--- src/rtl/uart_frame_rx.sv ---
// Pulls bytes from the UART RX FIFO and assembles sync-prefixed, XOR-checked frames
// for the chess move logic, flagging checksum and inter-byte timeout errors.
module uart_frame_rx #(
  parameter int unsigned       DATA_W         = 8,
  parameter int unsigned       PAYLOAD_BYTES  = 2,
  parameter logic [DATA_W-1:0] SYNC_BYTE      = 8'hA5,
  parameter int unsigned       TIMEOUT_CYCLES = 50_000_000
) (
  input  logic                            clk,
  input  logic                            rst,
  input  logic                            rx_empty,
  output logic                            rx_rd_en,
  input  logic [DATA_W-1:0]               rx_data,
  output logic                            msg_valid,
  input  logic                            msg_ready,
  output logic [PAYLOAD_BYTES*DATA_W-1:0] msg_payload,
  output logic                            err_crc,
  output logic                            err_timeout,
  output logic                            busy
);

  localparam int unsigned PAY_W = PAYLOAD_BYTES * DATA_W;
  localparam int unsigned IDX_W = $clog2(PAYLOAD_BYTES + 2);
  localparam int unsigned CNT_W = $clog2(TIMEOUT_CYCLES + 1);

  localparam logic [IDX_W-1:0] IDX_CHK  = IDX_W'(PAYLOAD_BYTES + 1);
  // Firing two counts early lands the registered pulse TIMEOUT_CYCLES after the last byte.
  localparam logic [CNT_W-1:0] CNT_FIRE = CNT_W'(TIMEOUT_CYCLES - 2);
  localparam logic [CNT_W-1:0] CNT_MAX  = {CNT_W{1'b1}};

  typedef enum logic [1:0] {
    WAIT_DATA   = 2'd0,
    REQ_DATA    = 2'd1,
    HANDLE_DATA = 2'd2,
    MSG_OUT     = 2'd3
  } state_e;

  state_e             state_q, state_d;
  logic [IDX_W-1:0]   idx_q, idx_d;
  logic [DATA_W-1:0]  sum_q, sum_d;
  logic [PAY_W-1:0]   buf_q, buf_d;
  logic [CNT_W-1:0]   cnt_q, cnt_d;
  logic [PAY_W-1:0]   payload_q, payload_d;
  logic               rd_en_q, rd_en_d;
  logic               valid_q, valid_d;
  logic               err_crc_q, err_crc_d;
  logic               err_tmo_q, err_tmo_d;
  logic               busy_q, busy_d;

  // State and datapath registers
  always_ff @(posedge clk) begin
    if (rst) begin
      state_q   <= WAIT_DATA;
      idx_q     <= '0;
      sum_q     <= '0;
      buf_q     <= '0;
      cnt_q     <= '0;
      payload_q <= '0;
      rd_en_q   <= 1'b0;
      valid_q   <= 1'b0;
      err_crc_q <= 1'b0;
      err_tmo_q <= 1'b0;
      busy_q    <= 1'b0;
    end else begin
      state_q   <= state_d;
      idx_q     <= idx_d;
      sum_q     <= sum_d;
      buf_q     <= buf_d;
      cnt_q     <= cnt_d;
      payload_q <= payload_d;
      rd_en_q   <= rd_en_d;
      valid_q   <= valid_d;
      err_crc_q <= err_crc_d;
      err_tmo_q <= err_tmo_d;
      busy_q    <= busy_d;
    end
  end

  // Next state, frame assembly and timeout tracking
  always_comb begin
    state_d   = state_q;
    idx_d     = idx_q;
    sum_d     = sum_q;
    buf_d     = buf_q;
    cnt_d     = cnt_q;
    payload_d = payload_q;
    err_crc_d = 1'b0;
    err_tmo_d = 1'b0;

    if (idx_q == '0) begin
      cnt_d = '0;
    end

    case (state_q)
      WAIT_DATA: begin
        // Timeout takes priority over a byte arriving in the same cycle.
        if ((idx_q != '0) && (cnt_q == CNT_FIRE)) begin
          err_tmo_d = 1'b1;
          idx_d     = '0;
          cnt_d     = '0;
        end else begin
          if ((idx_q != '0) && (cnt_q != CNT_MAX)) begin
            cnt_d = cnt_q + CNT_W'(1);
          end
          if (!rx_empty) begin
            state_d = REQ_DATA;
          end
        end
      end

      REQ_DATA: begin
        state_d = HANDLE_DATA;
      end

      HANDLE_DATA: begin
        cnt_d   = '0;
        state_d = rx_empty ? WAIT_DATA : REQ_DATA;
        if (idx_q == '0) begin
          if (rx_data == SYNC_BYTE) begin
            idx_d = IDX_W'(1);
            sum_d = '0;
          end
        end else if (idx_q == IDX_CHK) begin
          idx_d = '0;
          if (rx_data == sum_q) begin
            state_d   = MSG_OUT;
            payload_d = buf_q;
          end else begin
            err_crc_d = 1'b1;
            state_d   = WAIT_DATA;
          end
        end else begin
          sum_d = sum_q ^ rx_data;
          idx_d = idx_q + IDX_W'(1);
          for (int unsigned k = 0; k < PAYLOAD_BYTES; k++) begin
            if (idx_q == IDX_W'(k + 1)) begin
              buf_d[k*DATA_W +: DATA_W] = rx_data;
            end
          end
        end
      end

      MSG_OUT: begin
        if (msg_ready) begin
          state_d = WAIT_DATA;
        end
      end

      default: begin
        state_d = WAIT_DATA;
      end
    endcase
  end

  // Registered outputs decoded from the upcoming state
  always_comb begin
    rd_en_d = 1'b0;
    valid_d = 1'b0;
    busy_d  = 1'b0;
    if (state_d == REQ_DATA) begin
      rd_en_d = 1'b1;
    end
    if (state_d == MSG_OUT) begin
      valid_d = 1'b1;
    end
    if ((idx_d != '0) || (state_d == MSG_OUT)) begin
      busy_d = 1'b1;
    end
  end

  assign rx_rd_en    = rd_en_q;
  assign msg_valid   = valid_q;
  assign msg_payload = payload_q;
  assign err_crc     = err_crc_q;
  assign err_timeout = err_tmo_q;
  assign busy        = busy_q;

endmodule
--- config.mk ---
export PLATFORM = sky130hd
export DESIGN_NAME = uart_frame_rx
export DESIGN_NICKNAME = d
export VERILOG_FILES = /design/src/rtl/uart_frame_rx.sv
export SDC_FILE = /design/constraint.sdc
export NUM_CORES = 1
export LEC_CHECK = 0
export BUFFER_PORTS_ARGS = -buffer_cell sky130_fd_sc_hd__buf_2
export CAP_MARGIN = 0
export CORE_MARGIN = 3
export CORE_UTILIZATION = 45
export DETAILED_ROUTE_END_ITERATION = 7
export PLACE_DENSITY = 0.72
export SLEW_MARGIN = 20
export SYNTH_ARGS = -nofsm -noshare
export SYNTH_HDL_FRONTEND = slang
export SYNTH_SLANG_ARGS = --single-unit
--- constraint.sdc ---
create_clock -name clk -period 2.3 [get_ports clk]
set_input_delay 0.115 -clock clk [delete_from_list [all_inputs] [get_ports clk]]
set_output_delay 0.115 -clock clk [all_outputs]
set_load 0.03 [all_outputs]
# == Word level (Yosys, flattened, before mapping) ==
# Index checks and enable logic that the tools add are counted.
# op_classes
n_bitwise,5
n_eq_ne,14
n_reduce_logical,13
addsub,2
shifts,0
muxes,25
multipliers,0
order_cmp,0
div_mod_pow,0
# ops
operator,count
26-bit 2-to-1 mux,3
26-bit one-hot mux with 2 select lines,1
"26-bit by 1-bit adder with 26-bit output, second input constant",1
"26-bit equality test, second input constant",1
"26-bit != test, second input constant",1
8-bit 2-to-1 mux,3
2-bit 2-to-1 mux,10
4-bit AND reduction,3
"2-bit equality test, second input constant",5
8-bit equality test,1
"8-bit equality test, second input constant",1
2-bit one-hot mux with 4 select lines,1
8-bit bitwise XOR,1
"2-bit by 1-bit equality test with 1-bit output, second input constant",3
1-bit 2-to-1 mux,6
2-bit logical NOT,2
1-bit NOT,4
2-bit one-hot mux with 2 select lines,1
2-bit nonzero test,2
4-bit OR reduction,1
3-bit AND reduction,1
"2-bit by 1-bit adder with 2-bit output, second input constant",1
1-bit logical AND,2
"2-bit by 1-bit != test with 1-bit output, second input constant",1
other kinds (3),3
# word_totals
n_memories,0
ramBits,0
latchBits,0
elab_cells,71
regBits,75
rom_bits,0

# == Logic depth before layout (Yosys ltp) ==
# Gate-level depths: netlist of run 1.
# logic_depth
ltp_word,8
ltp_mapped,9

# == Worst setup path after synthesis of run 1 ==
# No wires, ideal clock.
# synth_timing
path_type,reg2reg
startpoint,register idx_q[0]
endpoint,"register busy_q, in the netlist busy"
path_stages_with_launch,9
n_path_buf,1
t_arrival_ns,1.994
slack_ns,0.179
path_cell_list,dfxtp_1 -> inv_1 -> ha_1 -> nand4bb_1 -> or4_1 -> buf_2 -> o31ai_2 -> a211oi_1 -> or3_1
# synth_between
elab_chain_cells,7
elab_cells_between_ends,18
# synth_rtl
element,line,text
"start, declared",39,"logic [IDX_W-1:0] idx_q, idx_d;"
"start signal, assigned",66,idx_q <= idx_d;
"2-bit by 1-bit adder with 2-bit output, or another cell as far along",134,idx_d = idx_q + IDX_W'(1);
2-bit 2-to-1 mux / 1-bit logical AND (equally long branches),"123, 97",
"2-bit 2-to-1 mux, on equally long branches","118, 97",
2-bit one-hot mux with 2 select lines / 2-bit one-hot mux with 4 select lines (equally long branches),94,case (state_q)
2-bit nonzero test / 2-bit equality test (equally long branches),166,if ((idx_d != '0) || (state_d == MSG_OUT)) begin
1-bit logical OR (*),166,
1-bit 2-to-1 mux (*),166,
"end signal, assigned",75,busy_q <= busy_d;
"end, declared",48,"logic busy_q, busy_d;"
# Every way passes the cells marked *; elsewhere a longest branch is shown, timed or not.
# A chain may end at the register's enable or synchronous reset.

# == Worst setup path in the final report of run 1 ==
# layout_timing
startpoint,register cnt_q[17]
endpoint,register cnt_q[17]
# layout_between
elab_chain_cells,5
elab_cells_between_ends,9
# layout_rtl
element,line,text
"start, declared",42,"logic [CNT_W-1:0] cnt_q, cnt_d;"
"start signal, assigned",69,cnt_q <= cnt_d;
branches (longest 4 deep; another with 26-bit by 1-bit adder with 26-bit output),-,
26-bit one-hot mux with 2 select lines (*),94,
# Mark *: on every way between the ends.

==> results of run 1 <==
-- per-layer routing --
layer | wire length (um) | vias to the layer above
met5 | 0 | -
met4 | 155 | 0
met3 | 518 | 16
met2 | 4430 | 100
met1 | 4300 | 1672
li1 | - | 1708
-- cell families after synthesis --
family,count (synthesis)
AOI/OAI and AO/OA,122
xor gates and xnor gates,8
adders and majority gates,6
buffers and inverters,33
DFF,75
muxes,17
and+or+nand+nor,174
-- layout by cell type, fill, tap and decap left out, types with 3 or more instances in the layout --
cell type  instances
and2_1             3
o2111ai_1          3
or3_1              3
inv_1              8
nor3_1             5
clkbuf_8           9
a311oi_1          13
xor2_1             8
a41oi_1            6
and4_1             5
a211oi_1           6
dfxtp_1           75
and3_1            10
or4_1              5
o211ai_2           3
nand4_1            7
nand3_1           15
nand3b_1           9
nor4b_1            3
a21oi_1           40
nor4_1             9
o21ai_0           11
nor2_1            36
o21ai_1            9
buf_4             19
ha_1               6
mux2i_1           17
buf_2             32
a31oi_1           11
nand2_1           54
a21o_1             5
-- cell type report --
type | count | area, sq um | area share
multi-input cells | 327 | 2050 | 0.486
inverters | 8 | 30.0 | 0.00711
flip-flops and latches | 75 | 1500 | 0.355
clock inverters | 6 | 65.1 | 0.0154
clock buffers | 9 | 124 | 0.0293
repair buffers | 52 | 323 | 0.0764
well taps | 102 | 128 | 0.0302
-- worst max-delay path: cells and delay by family (launching register included) --
| kind | cells | cell delay (ns) |
|---|---|---|
| and+or+nand+nor | 2 | 0.96 |
| DFF | 1 | 0.45 |
| AOI/OAI and AO/OA | 3 | 0.70 |
-- stage by stage --
| step | setup TNS, ns | worst slack, ns | hold slack, ns | power [W] |
|---|---|---|---|---|
| 2_1_floorplan | 0 | 0.179 | 0.199 | 0.00139 |
| 3_3_place_gp | 0 | 0.168 | 0.421 | 0.00143 |
| 3_5_place_dp | 0 | 0.0954 | 0.427 | 0.00143 |
| 4_1_cts | 0 | 0.0737 | 0.0503 | 0.00241 |
| 5_1_grt | -0.177 | -0.0591 | 0.0663 | 0.00249 |
| 6_report | 0 | 0.102 | 0.0643 | 0.00240 |
-- where the power goes --
group	total (W)	switching (W)	internal, W
clock	0.000998	0.000501	0.000497
combinational	0.000101	0.0000712	0.0000300
sequential	0.00130	0.00000152	0.00130
-- registers in the layout, summed over array words and instances (netlist names) --
signal,count
state_q,2
msg_valid,1
err_crc,1
sum_q,8
err_timeout,1
idx_q,2
rx_rd_en,1
buf_q,16
msg_payload,16
cnt_q,26
busy,1
-- final timing paths --
| path | startpoint | endpoint | slack, ns | depth (start not counted) |
|---|---|---|---|---|
| setup / recovery | cnt_q[17] | cnt_q[17] | 0.10 | 5 |
| hold / removal | rx_data[7] | buf_q[15] | 0.06 | 3 |
| setup reg to reg | cnt_q[17] | cnt_q[17] | 0.10 | 5 |
| hold reg to reg | buf_q[3] | buf_q[3] | 0.46 | 2 |
==> flow_summary.toml, run 1 <==
[synthesis]
syn_area_sq_um = 3690
synth_most_common_cell = "dfxtp_1"
netlist.area_leader.share = 0.407
yosys.area_share.simple = 0.249
ys_seq_area_frac = 0.407
synth_common_cells = "dfxtp_1 (75), nand2_1 (54), a21oi_1 (40), nor2_1 (36), mux2i_1 (17)"
syn_nets = 453
synth_edf_count = 0
async_flop_share = 0
synthCells = 435
synthAdderAreaFrac = 0.0204
synth-main-ff-cell = "dfxtp_1"
synthMuxAreaShare = 0.0462
yosysWarnings = 0
synth_compound_area_frac = 0.221
synth.avg_cell_area_sq_um = 8.47
ys_ff_latch = 75
synth.area.top_cells = "dfxtp_1 (41%), nand2_1 (5.5%), a21oi_1 (5.4%), mux2i_1 (4.6%), nor2_1 (3.7%)"
synth_top_family_by_area = "simple AND/OR/NAND/NOR gates"
yosys.area.top_type = "dfxtp_1"
synth_cell_types = 54
synth-xor-area-share = 0.0190

[sta]
maxSlewViolCount = 0
finalHoldViolCount = 0
tightest_slew_ns = 0.634
fmax_mhz = 455
rsz0062_at_grt = "true"
max_slew_margin = 0.576
period_needed_ns = 2.20
period_share = 0.956
clock-skew-final_ns = 0.00994
setup_viol = 0

[clock_network]
ctsHoldBuffers = 0
htree_levels = 3
insertion_delay_ns = 0.35
path_clk_slew_ns = 0.08
cts_root_buf = "clkbuf_8"
cts-resized-gates = 0
postCtsSetupBuffers = 0
clock_path_buffers = 2
cts_tree = "built"
cts_buffers = 9
clock-sinks = 75

[die]
die_h_um = 96.5
core_area_sq_um = 7850
num_rows = 32
dieArea_sq_um = 9310
initial_utilization = 0.470
io_pins = 33
die_w_um = 96.5

[critical_path]
cp_max_fo = 7
slowest_delay_ns = 0.68
path_class = "reg2reg"
cp-end-kind = "flip-flop"
cp.required_ns = 2.57
cp.arrival_ns = 2.47
cp_cell_sequence = "nand4_1 -> or4_1 -> o211ai_2 -> a21oi_1 -> a211oi_1"
crit_path_top_delay_cell = "or4_1"
worstSetupStartpointType = "flip-flop"

[power_and_ir_drop]
power.density_nw_per_um2 = 569
ir_worst_vdd_uv = 363
power.leakage_nw = 1.51

[global_route]
grt_util_met2 = 0.330
grt_busiest_layer = "met2"
grt_pass1_wl_um = 15300
met1_usage = 0.272
use_met3 = 0.0473
grt-ovfl-total = 0
first_global_vias = 3319
antenna_found_initial = 0
grtUsageTotal = 0.209
grt_max_degree = 37

[drt]
vias_per_cell = 6.04
drtAntennaViolNets = 0
drc = 0
totalWireLength_um = 9400
drt_iter0_drc = 225
vias = 3496
dr.pass1.iters = 4
wire_per_inst_um = 16.2

[cells_and_area]
fin_area_sq_um = 4230
nets = 491
drive_above_1_share = 0.168
fin_util = 0.538
antenna_cells = 0
area_growth_pct = 14.6
final_cells = 579
n_fill_cell = 737

[run_status]
outcome = "finished, final reports clean"

[placed_design]
hpwl_um = 6570
place_inst = 564
placed_area_sq_um = 4030
gp_congestion = 0.884
numPortBuffers = 32

[min_path]
hold_class = "in2reg"

[run]
drv_cap = 0
Power figures use the tool's default switching activity.
==> run 2: changes to the inputs <==
REMOVE_ABC_BUFFERS = 1   (was default)
clock period = 2.4 ns   (was 2.3 ns; I/O delays follow)
==> flow_summary.toml, run 2 (synthesis gave the netlist of run 1 again) <==
[run_status]
outcome = "finished, final reports clean"

[clock_network]
insertion_delay_ns = 0.35
cts_tree = "built"
htree_levels = 3
clock_path_buffers = 2
cts_root_buf = "clkbuf_8"
clock-sinks = 75
path_clk_slew_ns = 0.08
cts_buffers = 9

[global_route]
grtUsageTotal = 0.211
antenna_found_initial = 0
grt_pass1_wl_um = 15400
grt-ovfl-total = 0
grt_max_degree = 41
first_global_vias = 3200

[critical_path]
r2r_end = "busy"
slowest_delay_ns = 0.51
cp_max_fo = 6
cp_cell_sequence = "inv_1 -> ha_1 -> nand4bb_1 -> or4_4 -> o31ai_2 -> a211oi_1 -> or3_1"
critPathBufInv = 1
path_class = "reg2reg"
cp.arrival_ns = 2.51
cp-end-kind = "flip-flop"
r2r_start = "idx_q[0]"
crit_path_top_delay_cell = "or4_4"
cp.required_ns = 2.63
ff2ff_setup_slack_ns = 0.13
reg2reg_depth = 7
worstSetupStartpointType = "flip-flop"
critPathTopFamily = "simple AND/OR/NAND/NOR gates"

[cells_and_area]
largest_reg_flops = 26
area_growth_pct = 13.9
fin_area_sq_um = 4200
mostFrequentLayoutCells = "dfxtp_1 (75), nand2_1 (54), a21oi_1 (40), nor2_1 (35), buf_2 (32)"
final_cells = 573
drive_above_1_share = 0.161
mostFrequentLayoutCell = "dfxtp_1"
antenna_cells = 0
largest_register = "cnt_q"
nets = 485

[die]
initial_utilization = 0.470
core_area_sq_um = 7850
num_rows = 32
die_w_um = 96.5
dieArea_sq_um = 9310
io_pins = 33
die_h_um = 96.5

[sta]
fmax_mhz = 440
setup_viol = 0
period_needed_ns = 2.27
period_share = 0.947
max_slew_margin = 0.575
hold_slack_ns = 0.0700
tightest_slew_ns = 0.636
finalHoldViolCount = 0
clock-skew-final_ns = 0.00692
maxSlewViolCount = 0
rsz0062_at_grt = "false"

[placed_design]
gp_congestion = 0.928
place_inst = 558
numPortBuffers = 32
hpwl_um = 6350
placed_area_sq_um = 3980

[drt]
vias = 3436
drc = 0
drtAntennaViolNets = 0
vias_per_cell = 6.00
drt_iter0_drc = 230
wire_per_inst_um = 16.2
totalWireLength_um = 9290
dr.pass1.iters = 5

[run]
drv_cap = 0

[power_and_ir_drop]
p_seq_frac = 0.523
internal-power_w = 0.00186
pwr-share-clk = 0.440
p_sw_w = 0.000543
power.leakage_nw = 1.48
power.density_nw_per_um2 = 572
switching_share = 0.226
comb_power_share = 0.037
ir_worst_vdd_uv = 323

[min_path]
min-delay-start = "rx_data[6]"
hold_class = "in2reg"
worstHoldPathCells = 3
min_to = "buf_q[14]"
run 2: worst max path at each step:
stage,start,to,slack (ns),cells past startpoint
finish,idx_q[0],busy,0.13,7
global route,idx_q[0],busy,0.01,7
CTS,idx_q[0],busy,0.08,7
detailed placement,idx_q[0],busy,0.10,7
global placement,idx_q[0],busy,0.17,7
floorplan,idx_q[0],cnt_q[10],-0.24,7
run 2: worst register-to-register path, cell delays in order (launching register included):
cell       delay [ns]
dfxtp_1          0.40
inv_1            0.10
ha_1             0.22
nand4bb_1        0.25
or4_4            0.51
o31ai_2          0.19
a211oi_1         0.11
or3_1            0.37
run 2: per-layer routing:
| layer | GRT usage | vias to the layer above | wire length, um |
|---|---|---|---|
| li1 | - | 1693 | - |
| met1 | 0.265 | 1623 | 4230 |
| met2 | 0.354 | 110 | 4420 |
| met3 | 0.0565 | 10 | 521 |
| met4 | 0.0643 | 0 | 114 |
| met5 | 0 | - | 0 |
run 2: repair_timing:
item	in CTS	in global routing
setup endpoints to repair	0	4
resized for setup	0	3
setup buffers	0	0
hold buffers	0	0
run 2: cell type report:
| type | count | area [sq um] |
|---|---|---|
| Multi-Input combinational cell | 327 | 2060 |
| Clock inverter | 6 | 90.1 |
| Timing Repair Buffer | 46 | 265 |
| Tap cell | 102 | 128 |
| Fill cell | 731 | 3650 |
| Inverter | 8 | 30.0 |
| Clock buffer | 9 | 124 |
| Sequential cell | 75 | 1500 |
run 2: power by group through the flow:
| stage | sequential, W | clock (W) | combinational, W |
|---|---|---|---|
| 2_1_floorplan | 0.00129 | 0 | 0.0000280 |
| 3_3_place_gp | 0.00128 | 0 | 0.0000865 |
| 3_5_place_dp | 0.00128 | 0 | 0.0000870 |
| 4_1_cts | 0.00125 | 0.00108 | 0.0000879 |
| 5_1_grt | 0.00126 | 0.00114 | 0.0000964 |
| 6_report | 0.00125 | 0.00106 | 0.0000885 |
run 2: through the flow:
step / TNS (ns) / total power [W] / worst slack, ns / utilization
after floorplan: -3.24 / 0.00132 / -0.243 / -
after global placement: 0 / 0.00137 / 0.170 / 0.507
after detailed placement: 0 / 0.00137 / 0.104 / 0.507
after CTS: 0 / 0.00242 / 0.0838 / 0.534
after global routing: 0 / 0.00249 / 0.0133 / 0.535
final: 0 / 0.00240 / 0.127 / 0.535
==> run 3: changes to the inputs <==
clock period = 2.8 ns   (was 2.4 ns; I/O delays follow)
==> flow_summary.toml, run 3 (synthesis gave the netlist of run 1 again) <==
[cells_and_area]
nets = 481
fin_util = 0.530
fin_area_sq_um = 4160
antenna_cells = 0
drive_above_1_share = 0.148
n_fill_cell = 749
final_cells = 569
mostFrequentLayoutCells = "dfxtp_1 (75), nand2_1 (54), a21oi_1 (40), nor2_1 (36), buf_2 (32)"
largest_reg_flops = 26
mostFrequentLayoutCell = "dfxtp_1"
area_growth_pct = 12.9
seq_area_sq_um = 1500
largest_register = "cnt_q"
multiInputGateArea_sq_um = 2050

[critical_path]
path_class = "reg2reg"
critPathBufInv = 1
cp_max_fo = 6
crit_path_top_delay_cell = "or4_1"
slowest_delay_ns = 0.57
cp-end-kind = "flip-flop"
critPathTopFamily = "simple AND/OR/NAND/NOR gates"
cp_cell_sequence = "inv_1 -> ha_1 -> nand4bb_1 -> or4_1 -> o31ai_2 -> a211oi_1 -> or3_1"
cp.arrival_ns = 2.57
worstSetupStartpointType = "flip-flop"
ff2ff_setup_slack_ns = 0.47
cp.required_ns = 3.05

[placed_design]
placed_area_sq_um = 3950
gp_congestion = 0.915
hpwl_um = 6290
numPortBuffers = 32
place_inst = 554

[die]
die_w_um = 96.5
die_h_um = 96.5
num_rows = 32
io_pins = 33
dieArea_sq_um = 9310
initial_utilization = 0.470
core_area_sq_um = 7850

[sta]
hold_slack_ns = 0.0805
finalHoldViolCount = 0
tightest_slew_ns = 0.610
period_needed_ns = 2.33
setup_viol = 0
maxSlewViolCount = 0
period_share = 0.831
rsz0062_at_grt = "false"
clock-skew-final_ns = 0.00613
max_slew_margin = 0.590
fmax_mhz = 430
setup_tns_ns = 0

[drt]
dr.pass1.iters = 6
wire_per_inst_um = 15.9
drc = 0
totalWireLength_um = 9030
drtAntennaViolNets = 0
vias = 3408
drt_iter0_drc = 222
vias_per_cell = 5.99

[clock_network]
cts-resized-gates = 0
path_clk_slew_ns = 0.08
cts_buffers = 9
cts_root_buf = "clkbuf_8"
ctsHoldBuffers = 0
insertion_delay_ns = 0.36
cts_tree = "built"
htree_levels = 3
postCtsSetupBuffers = 0
clock-sinks = 75
clock_path_buffers = 2

[run]
drv_cap = 0

[global_route]
grtUsageTotal = 0.207
antenna_found_initial = 0
grt_pass1_wl_um = 15000
first_global_vias = 3125
grt_max_degree = 41
grt-ovfl-total = 0

[power_and_ir_drop]
ir_worst_vdd_uv = 391
power.leakage_nw = 1.47
power.density_nw_per_um2 = 494

[run_status]
outcome = "finished, final reports clean"

[min_path]
hold_class = "in2reg"
## run 3: power by group
part | leakage [nW] | internal, W | total (W) | switching (W)
sequential | 0.604 | 0.00107 | 0.00108 | 0.00000629
combinational | 0.752 | 0.0000207 | 0.0000730 | 0.0000523
clock | 0.109 | 0.000499 | 0.000907 | 0.000408
total | 1.47 | 0.00159 | 0.00206 | 0.000467
## run 3: per-layer routing
layer | vias up | wire length, um | track usage
met3 | 10 | 501 | 0.0674
met1 | 1618 | 4030 | 0.247
li1 | 1685 | - | -
met4 | 0 | 95 | 0.0479
met2 | 95 | 4410 | 0.360
met5 | - | 0 | 0
## run 3: final timing paths
check,from,to,cells after the start
max,idx_q[0],busy,7
min,rx_data[5],buf_q[13],3
max reg2reg,idx_q[0],busy,7
min reg2reg,buf_q[4],buf_q[4],2
## run 3: final cells by class
class / count / share of cell area
Inverter: 8 / 0.00722
Timing Repair Buffer: 42 / 0.0565
Clock inverter: 6 / 0.0220
Multi-Input combinational cell: 327 / 0.493
Sequential cell: 75 / 0.361
Clock buffer: 9 / 0.0298
Tap cell: 102 / 0.0307
## run 3: metrics by stage
step	power, W	worst slack, ns
CTS	0.00207	0.475
floorplan	0.00113	0.157
global placement	0.00117	0.553
finish	0.00206	0.473
global route	0.00213	0.289
detailed placement	0.00117	0.492
## run 3: worst register-to-register path: cells and delay by family (launching register included)
| kind | cells | cell delay [ns] |
|---|---|---|
| AND/OR/NAND/NOR | 3 | 1.16 |
| flip-flops | 1 | 0.40 |
| AO/OA/AOI/OAI | 2 | 0.33 |
| adder cells (fa/ha/maj) | 1 | 0.23 |
| buffers and inverters | 1 | 0.10 |
